--- src/rtl/seq_word_comp_ctrl.sv ---
`default_nettype none
// ============================================================================
// Module      : seq_word_comp_ctrl
// Description : Compares two NBYTES-wide unsigned operands by time-sharing one
//               external 8-bit cascadable magnitude-comparator slice, MSB
//               byte first. Reports a one-hot gt/eq/lt result with a
//               busy/done handshake and flags non-one-hot slice verdicts.
// Options     : SEQ_COMP_EARLY_EXIT_EN - when defined, the scan stops on the
//               first unequal byte (data-dependent latency). When undefined,
//               all NBYTES bytes are always scanned (constant latency).
// Revision    : 1.0 - initial release
// ============================================================================
module seq_word_comp_ctrl #(
   parameter int NBYTES = 4
) (
   input  logic                  clk,
   input  logic                  rst,
   input  logic                  start,
   input  logic [8*NBYTES-1:0]   a_in,
   input  logic [8*NBYTES-1:0]   b_in,
   output logic                  busy,
   output logic                  done,
   output logic                  gt,
   output logic                  eq,
   output logic                  lt,
   output logic                  err,
   output logic [7:0]            cmp_a,
   output logic [7:0]            cmp_b,
   output logic                  cmp_l_in,
   output logic                  cmp_e_in,
   output logic                  cmp_g_in,
   input  logic                  cmp_l,
   input  logic                  cmp_e,
   input  logic                  cmp_g
);

   localparam int              IDXW     = (NBYTES > 1) ? $clog2(NBYTES) : 1;
   localparam logic [IDXW-1:0] LAST_IDX = IDXW'(NBYTES - 1);

   typedef enum logic [1:0] {
      S_IDLE = 2'd0,
      S_RUN  = 2'd1,
      S_DONE = 2'd2
   } state_t;

   state_t                state_q;
   logic [8*NBYTES-1:0]   a_q;
   logic [8*NBYTES-1:0]   b_q;
   logic [IDXW-1:0]       idx_q;
   logic                  rec_gt_q;
   logic                  rec_lt_q;
   logic                  busy_q;
   logic                  done_q;
   logic                  gt_q;
   logic                  eq_q;
   logic                  lt_q;
   logic                  err_q;

   logic                  verdict_ok;
   logic                  unequal;
   logic                  last_byte;
   logic                  scan_exit;
   logic                  rec_gt_d;
   logic                  rec_lt_d;

   // The cascade inputs force the slice to decide purely on its own byte pair.
   assign cmp_l_in = 1'b0;
   assign cmp_e_in = 1'b1;
   assign cmp_g_in = 1'b0;

   // The slice always sees the currently indexed byte of the latched operands.
   assign cmp_a = a_q[8*idx_q +: 8];
   assign cmp_b = b_q[8*idx_q +: 8];

   assign verdict_ok = ({cmp_l, cmp_e, cmp_g} == 3'b100) ||
                       ({cmp_l, cmp_e, cmp_g} == 3'b010) ||
                       ({cmp_l, cmp_e, cmp_g} == 3'b001);
   assign unequal    = cmp_g | cmp_l;
   assign last_byte  = (idx_q == '0);

   // The first unequal byte wins; later bytes never overwrite the record.
   assign rec_gt_d = rec_gt_q | (~rec_gt_q & ~rec_lt_q & cmp_g);
   assign rec_lt_d = rec_lt_q | (~rec_gt_q & ~rec_lt_q & cmp_l);

`ifdef SEQ_COMP_EARLY_EXIT_EN
   assign scan_exit = last_byte | unequal;
`else
   assign scan_exit = last_byte;
`endif

   assign busy = busy_q;
   assign done = done_q;
   assign gt   = gt_q;
   assign eq   = eq_q;
   assign lt   = lt_q;
   assign err  = err_q;

   // Control FSM with registered handshake and result outputs.
   always_ff @(posedge clk) begin
      if (rst) begin
         state_q  <= S_IDLE;
         a_q      <= '0;
         b_q      <= '0;
         idx_q    <= LAST_IDX;
         rec_gt_q <= 1'b0;
         rec_lt_q <= 1'b0;
         busy_q   <= 1'b0;
         done_q   <= 1'b0;
         gt_q     <= 1'b0;
         eq_q     <= 1'b0;
         lt_q     <= 1'b0;
         err_q    <= 1'b0;
      end else begin
         case (state_q)
            S_IDLE, S_DONE: begin
               done_q <= 1'b0;
               if (start) begin
                  a_q      <= a_in;
                  b_q      <= b_in;
                  idx_q    <= LAST_IDX;
                  rec_gt_q <= 1'b0;
                  rec_lt_q <= 1'b0;
                  gt_q     <= 1'b0;
                  eq_q     <= 1'b0;
                  lt_q     <= 1'b0;
                  err_q    <= 1'b0;
                  busy_q   <= 1'b1;
                  state_q  <= S_RUN;
               end else begin
                  state_q  <= S_IDLE;
               end
            end
            S_RUN: begin
               if (!verdict_ok) begin
                  // A broken slice verdict aborts at once with a neutral result.
                  err_q   <= 1'b1;
                  eq_q    <= 1'b1;
                  gt_q    <= 1'b0;
                  lt_q    <= 1'b0;
                  busy_q  <= 1'b0;
                  done_q  <= 1'b1;
                  state_q <= S_DONE;
               end else begin
                  rec_gt_q <= rec_gt_d;
                  rec_lt_q <= rec_lt_d;
                  if (scan_exit) begin
                     gt_q    <= rec_gt_d;
                     lt_q    <= rec_lt_d;
                     eq_q    <= ~(rec_gt_d | rec_lt_d);
                     busy_q  <= 1'b0;
                     done_q  <= 1'b1;
                     state_q <= S_DONE;
                  end else begin
                     idx_q   <= idx_q - 1'b1;
                  end
               end
            end
            default: begin
               state_q <= S_IDLE;
            end
         endcase
      end
   end

endmodule
`default_nettype wire

--- config.mk ---
export PLATFORM = sky130hd
export DESIGN_NAME = seq_word_comp_ctrl
export DESIGN_NICKNAME = d
export VERILOG_FILES = /design/src/rtl/seq_word_comp_ctrl.sv
export SDC_FILE = /design/constraint.sdc
export NUM_CORES = 1
export LEC_CHECK = 0
export CORE_ASPECT_RATIO = 0.5
export CORE_MARGIN = 2
export CORE_UTILIZATION = 47
export DETAILED_ROUTE_END_ITERATION = 10
export GPL_ROUTABILITY_DRIVEN = 0
export PLACE_DENSITY = 0.77
export SLEW_MARGIN = 20
export SYNTH_ARGS = -nofsm -noshare
export SYNTH_HDL_FRONTEND = slang
export SYNTH_SLANG_ARGS = --single-unit
--- constraint.sdc ---
create_clock -name clk -period 3.31 [get_ports clk]
set_clock_uncertainty 0.05 [all_clocks]
set_input_delay 0.993 -clock clk [delete_from_list [all_inputs] [get_ports clk]]
set_output_delay 0.993 -clock clk [all_outputs]
set_load 0.01 [all_outputs]
; Yosys cells after proc, flatten, opt, wreduce, memory -nomap -nowiden
; Cells that the tools add are included.
[op_classes]
add_sub_neg = 1
eq_ne = 10
shifts = 2
muxes = 31
n_bitwise = 9
reduce_logical = 12
[ops]
columns = operator, n
row1 = 32-bit by 6-bit indexed part select with 8-bit output, 2
row2 = 1-bit two-way mux, 16
row3 = 1-bit one-hot mux with 2 select lines, 8
row4 = 2-bit two-way mux, 5
row5 = 3-bit AND reduction, 3
row6 = "2-bit inequality test, second input constant", 4
row7 = 2-bit one-hot mux with 2 select lines, 2
row8 = 2-bit zero test, 2
row9 = 2-bit AND reduction, 2
row10 = 4-bit AND reduction, 1
row11 = 1-bit AND, 3
row12 = "3-bit by 1-bit equality test with 1-bit output, second input constant", 1
row13 = "3-bit by 2-bit equality test with 1-bit output, second input constant", 1
row14 = "3-bit equality test, second input constant", 1
row15 = "3-bit inequality test, second input constant", 1
row16 = 1-bit inverter, 3
row17 = 1-bit bitwise OR, 3
row18 = "2-bit by 1-bit equality test with 1-bit output, second input constant", 1
row19 = "2-bit equality test, second input constant", 1
row20 = 1-bit logical OR, 2
row21 = 2-bit nonzero test, 1
row22 = 2-bit OR reduction, 1
row23 = "2-bit by 1-bit subtractor with 2-bit output, second input constant", 1
[word_totals]
reg_bits = 76
in_bits = 70
output_inout_bits = 25
word_cells = 77

; Depth between registers and ports, before layout
[logic_depth]
depth_word = 9
ltp_mapped = 8
depth_no_buf = 6

; Worst setup path before layout
; OpenSTA, ideal clock, no wires.
[synth_path]
path_kind = reg-to-output
from = register idx_q[0]
to = output cmp_a[0]
arrival_time_ps = 1401
required_ps = 2267
slack_ps = 866
path_stages_with_launch = 4
path_buffers = 2
path_cell_list = dfxtp_1 -> buf_2 -> buf_2 -> mux4_2
[synth_between]
elab_chain_len = 1
[synth_rtl]
columns = item, line
row1 = from (decl), 49  ; logic [IDXW-1:0] idx_q;
row2 = from (signal assigned), 154  ; idx_q <= idx_q - 1'b1;
row3 = 32-bit by 6-bit indexed part select with 8-bit output, 72  ; assign cmp_a = a_q[8*idx_q +: 8];
row4 = to (decl), 27  ; output logic [7:0] cmp_a,
; No other way between the ends.

; Worst setup path in the final report
[layout_path]
from = register idx_q[0]
to = output cmp_b[6]
[layout_between]
elab_chain_len = 1
[layout_rtl]
columns = item, line
row1 = 32-bit by 6-bit indexed part select with 8-bit output, 73  ; assign cmp_b = b_q[8*idx_q +: 8];
row2 = to (decl), 28  ; output logic [7:0] cmp_b,
; No other way between the ends.

==> flow_metrics.tcl <==
set metrics [dict create \
    clock_latency_ns 0.32 \
    ant_nets 0 \
    min_period_over_period 0.909 \
    path_max_fanout 12 \
    std_cell_rows 21 \
    grtUsageTotal 0.196 \
    area_delta_synth_final_pct 40.0 \
    hp-class "register to register" \
    tritoncts "built" \
    numPortBuffers 91 \
    cts_max_level 3 \
    end_kind "output port" \
    core_area_sq_um 6600 \
    grt_max_degree 49 \
    die_w_microns 120 \
    report.final.slew_viol_count 0 \
    cts_buffers 9 \
    most-common-layout-cells "nand2_1 (131), clkdlybuf4s50_1 (90), dfxtp_1 (76)" \
    synth_cell_type_count 31 \
    crit_required_ns 2.27 \
    fmax_mhz 332 \
    clk_pin_slew_ns 0.05 \
    drc 0 \
    antenna_found_initial 0 \
    hold_buffers 0 \
    cts_setup_buffers 0 \
    critPathLaunchType "register" \
    powerDensity_nw_per_um2 521 \
    async_reset_ff_frac 0 \
    rsz0062_at_grt "false" \
    grt_pass1_wl_mm 11.3 \
    final-setup-viol-count 0 \
    diodes 0 \
    final_util 0.668 \
    post_cts_resized 0 \
    grt_pass1_vias 2467 \
    synth_cells 368 \
    relSlewSlack 0.424 \
    worst_slew_pin_slew_ns 0.863 \
    cp.arrival_ns 1.97 \
    post-dp-hpwl_mm 4.91 \
    synth_ff_type "dfxtp_1" \
    post_drt_wl_per_cell_microns 13.1 \
    outcome "finished, final reports clean" \
    first_pass_iters 4 \
    clkSinkCount 76 \
    ys_seq_area_frac 0.483 \
    netlist_area_sq_um 3150 \
    die_y_microns 61.9 \
    vias_per_cell 4.96 \
    cts_buffer_depth 2 \
    final_nets 519 \
    ys_warn_count 0 \
    ir_drop_mv 0.254 \
    syn_area_per_cell_sq_um 8.56 \
    drt-initial-drc-count 179 \
    worstSetupPathType "register to output port" \
    mostFrequentLayoutCell "nand2_1" \
    p_leak_nw 1.66 \
    hold_violations 0 \
    fin_setup_tns_ns 0 \
    routed_wl_mm 7.14 \
    synth_seq_cells 76 \
    die_area_sq_um 7410 \
    synth_edf_count 0 \
    drive_gt1_frac 0.102 \
    vias 2701 \
    root_buffer "clkbuf_16" \
    initial_core_util 0.478 \
    io_pins 95 \
    min_period_ns 3.01 \
    grt_overflow 0 \
    maxCapViolations 0 \
]
==> stage by stage <==
step           instance area [sq um]  total power [mW]  hold WS (ns)  std cells  setup WS, ns
5_1_grt                         4410              2.41         0.423        545         0.200
4_1_cts                         4410              2.32         0.403        545         0.273
2_1_floorplan                   3150              1.20         0.383        369         0.866
3_5_place_dp                    4110              1.37         0.395        529         0.379
6_report                        4410              2.30         0.402        545         0.301
3_3_place_gp                    4110              1.36         0.390        529         0.397
==> final cells by class <==
| type | count | area, sq um |
|---|---|---|
| fill | 564 | 2190 |
| sequential | 76 | 1520 |
| multi-input combinational | 258 | 1500 |
| timing repair buffer | 99 | 966 |
| clock buffer | 11 | 233 |
| tap | 92 | 115 |
| clock inverter | 5 | 61.3 |
| inverter | 4 | 15.0 |
==> worst max-delay path: stages (launching register included) <==
cell and delay (ns):
dfxtp_1 0.33, buf_4 0.26, mux4_2 0.55, clkdlybuf4s50_1 0.49
==> layer usage <==
metal  track usage  up-vias  routed length [microns]
met5             0        -                        0
met4        0.0437        0                       55
met3        0.0630        6                      338
met2         0.344       67                     3430
met1         0.245     1235                     3320
li1              -     1393                        -
==> report_power, final <==
part,internal [mW],switching (mW)
registers,0.975,0.0294
logic,0.185,0.155
clock network,0.586,0.365
==> registers in the layout, indices dropped and copies added (netlist names), 2 cells and up <==
signal / count
idx_q: 2
a_q: 32
b_q: 32
state_q: 2
==> Yosys cell counts (2+ instances only) <==
library cell,number,area share
nand2_1,131,0.16
dfxtp_1,76,0.48
a21oi_1,70,0.11
clkbuf_1,19,0.023
mux4_2,16,0.11
buf_1,7,0.0083
nor2_1,6,0.0072
inv_1,4,0.0048
nor2b_1,4,0.0079
nor3_1,4,0.0064
buf_4,3,0.0072
nand2b_1,3,0.0060
buf_2,2,0.0032
conb_1,2,0.0024
mux2_2,2,0.0072
nor3b_1,2,0.0048
o21ai_0,2,0.0032
o2bb2ai_1,2,0.0056
==> kinds of logic (layout without fill, tap and decap cells) <==
| group | count (synthesis) | in the layout | share of synthesized area |
|---|---|---|---|
| adders and majority gates | 1 | 1 | 0.00397 |
| buffers and inverters | 35 | 119 | 0.0461 |
| other | 2 | 3 | 0.00238 |
| AOI/OAI and AO/OA | 80 | 80 | 0.136 |
| muxes | 19 | 19 | 0.125 |
| xor gates and xnor gates | 1 | 1 | 0.00278 |
| DFF | 76 | 76 | 0.483 |
| and+or+nand+nor | 154 | 154 | 0.201 |
==> path summary, 6_finish.rpt <==
kind,from,to,slack (ns),depth (start not counted)
max,idx_q[0],cmp_b[6],0.30,3
max reg2reg,idx_q[0],gt,1.05,7
min reg2reg,b_q[23],b_q[23],0.40,2
min,b_q[23],b_q[23],0.40,2
Power figures use the tool's default switching activity.
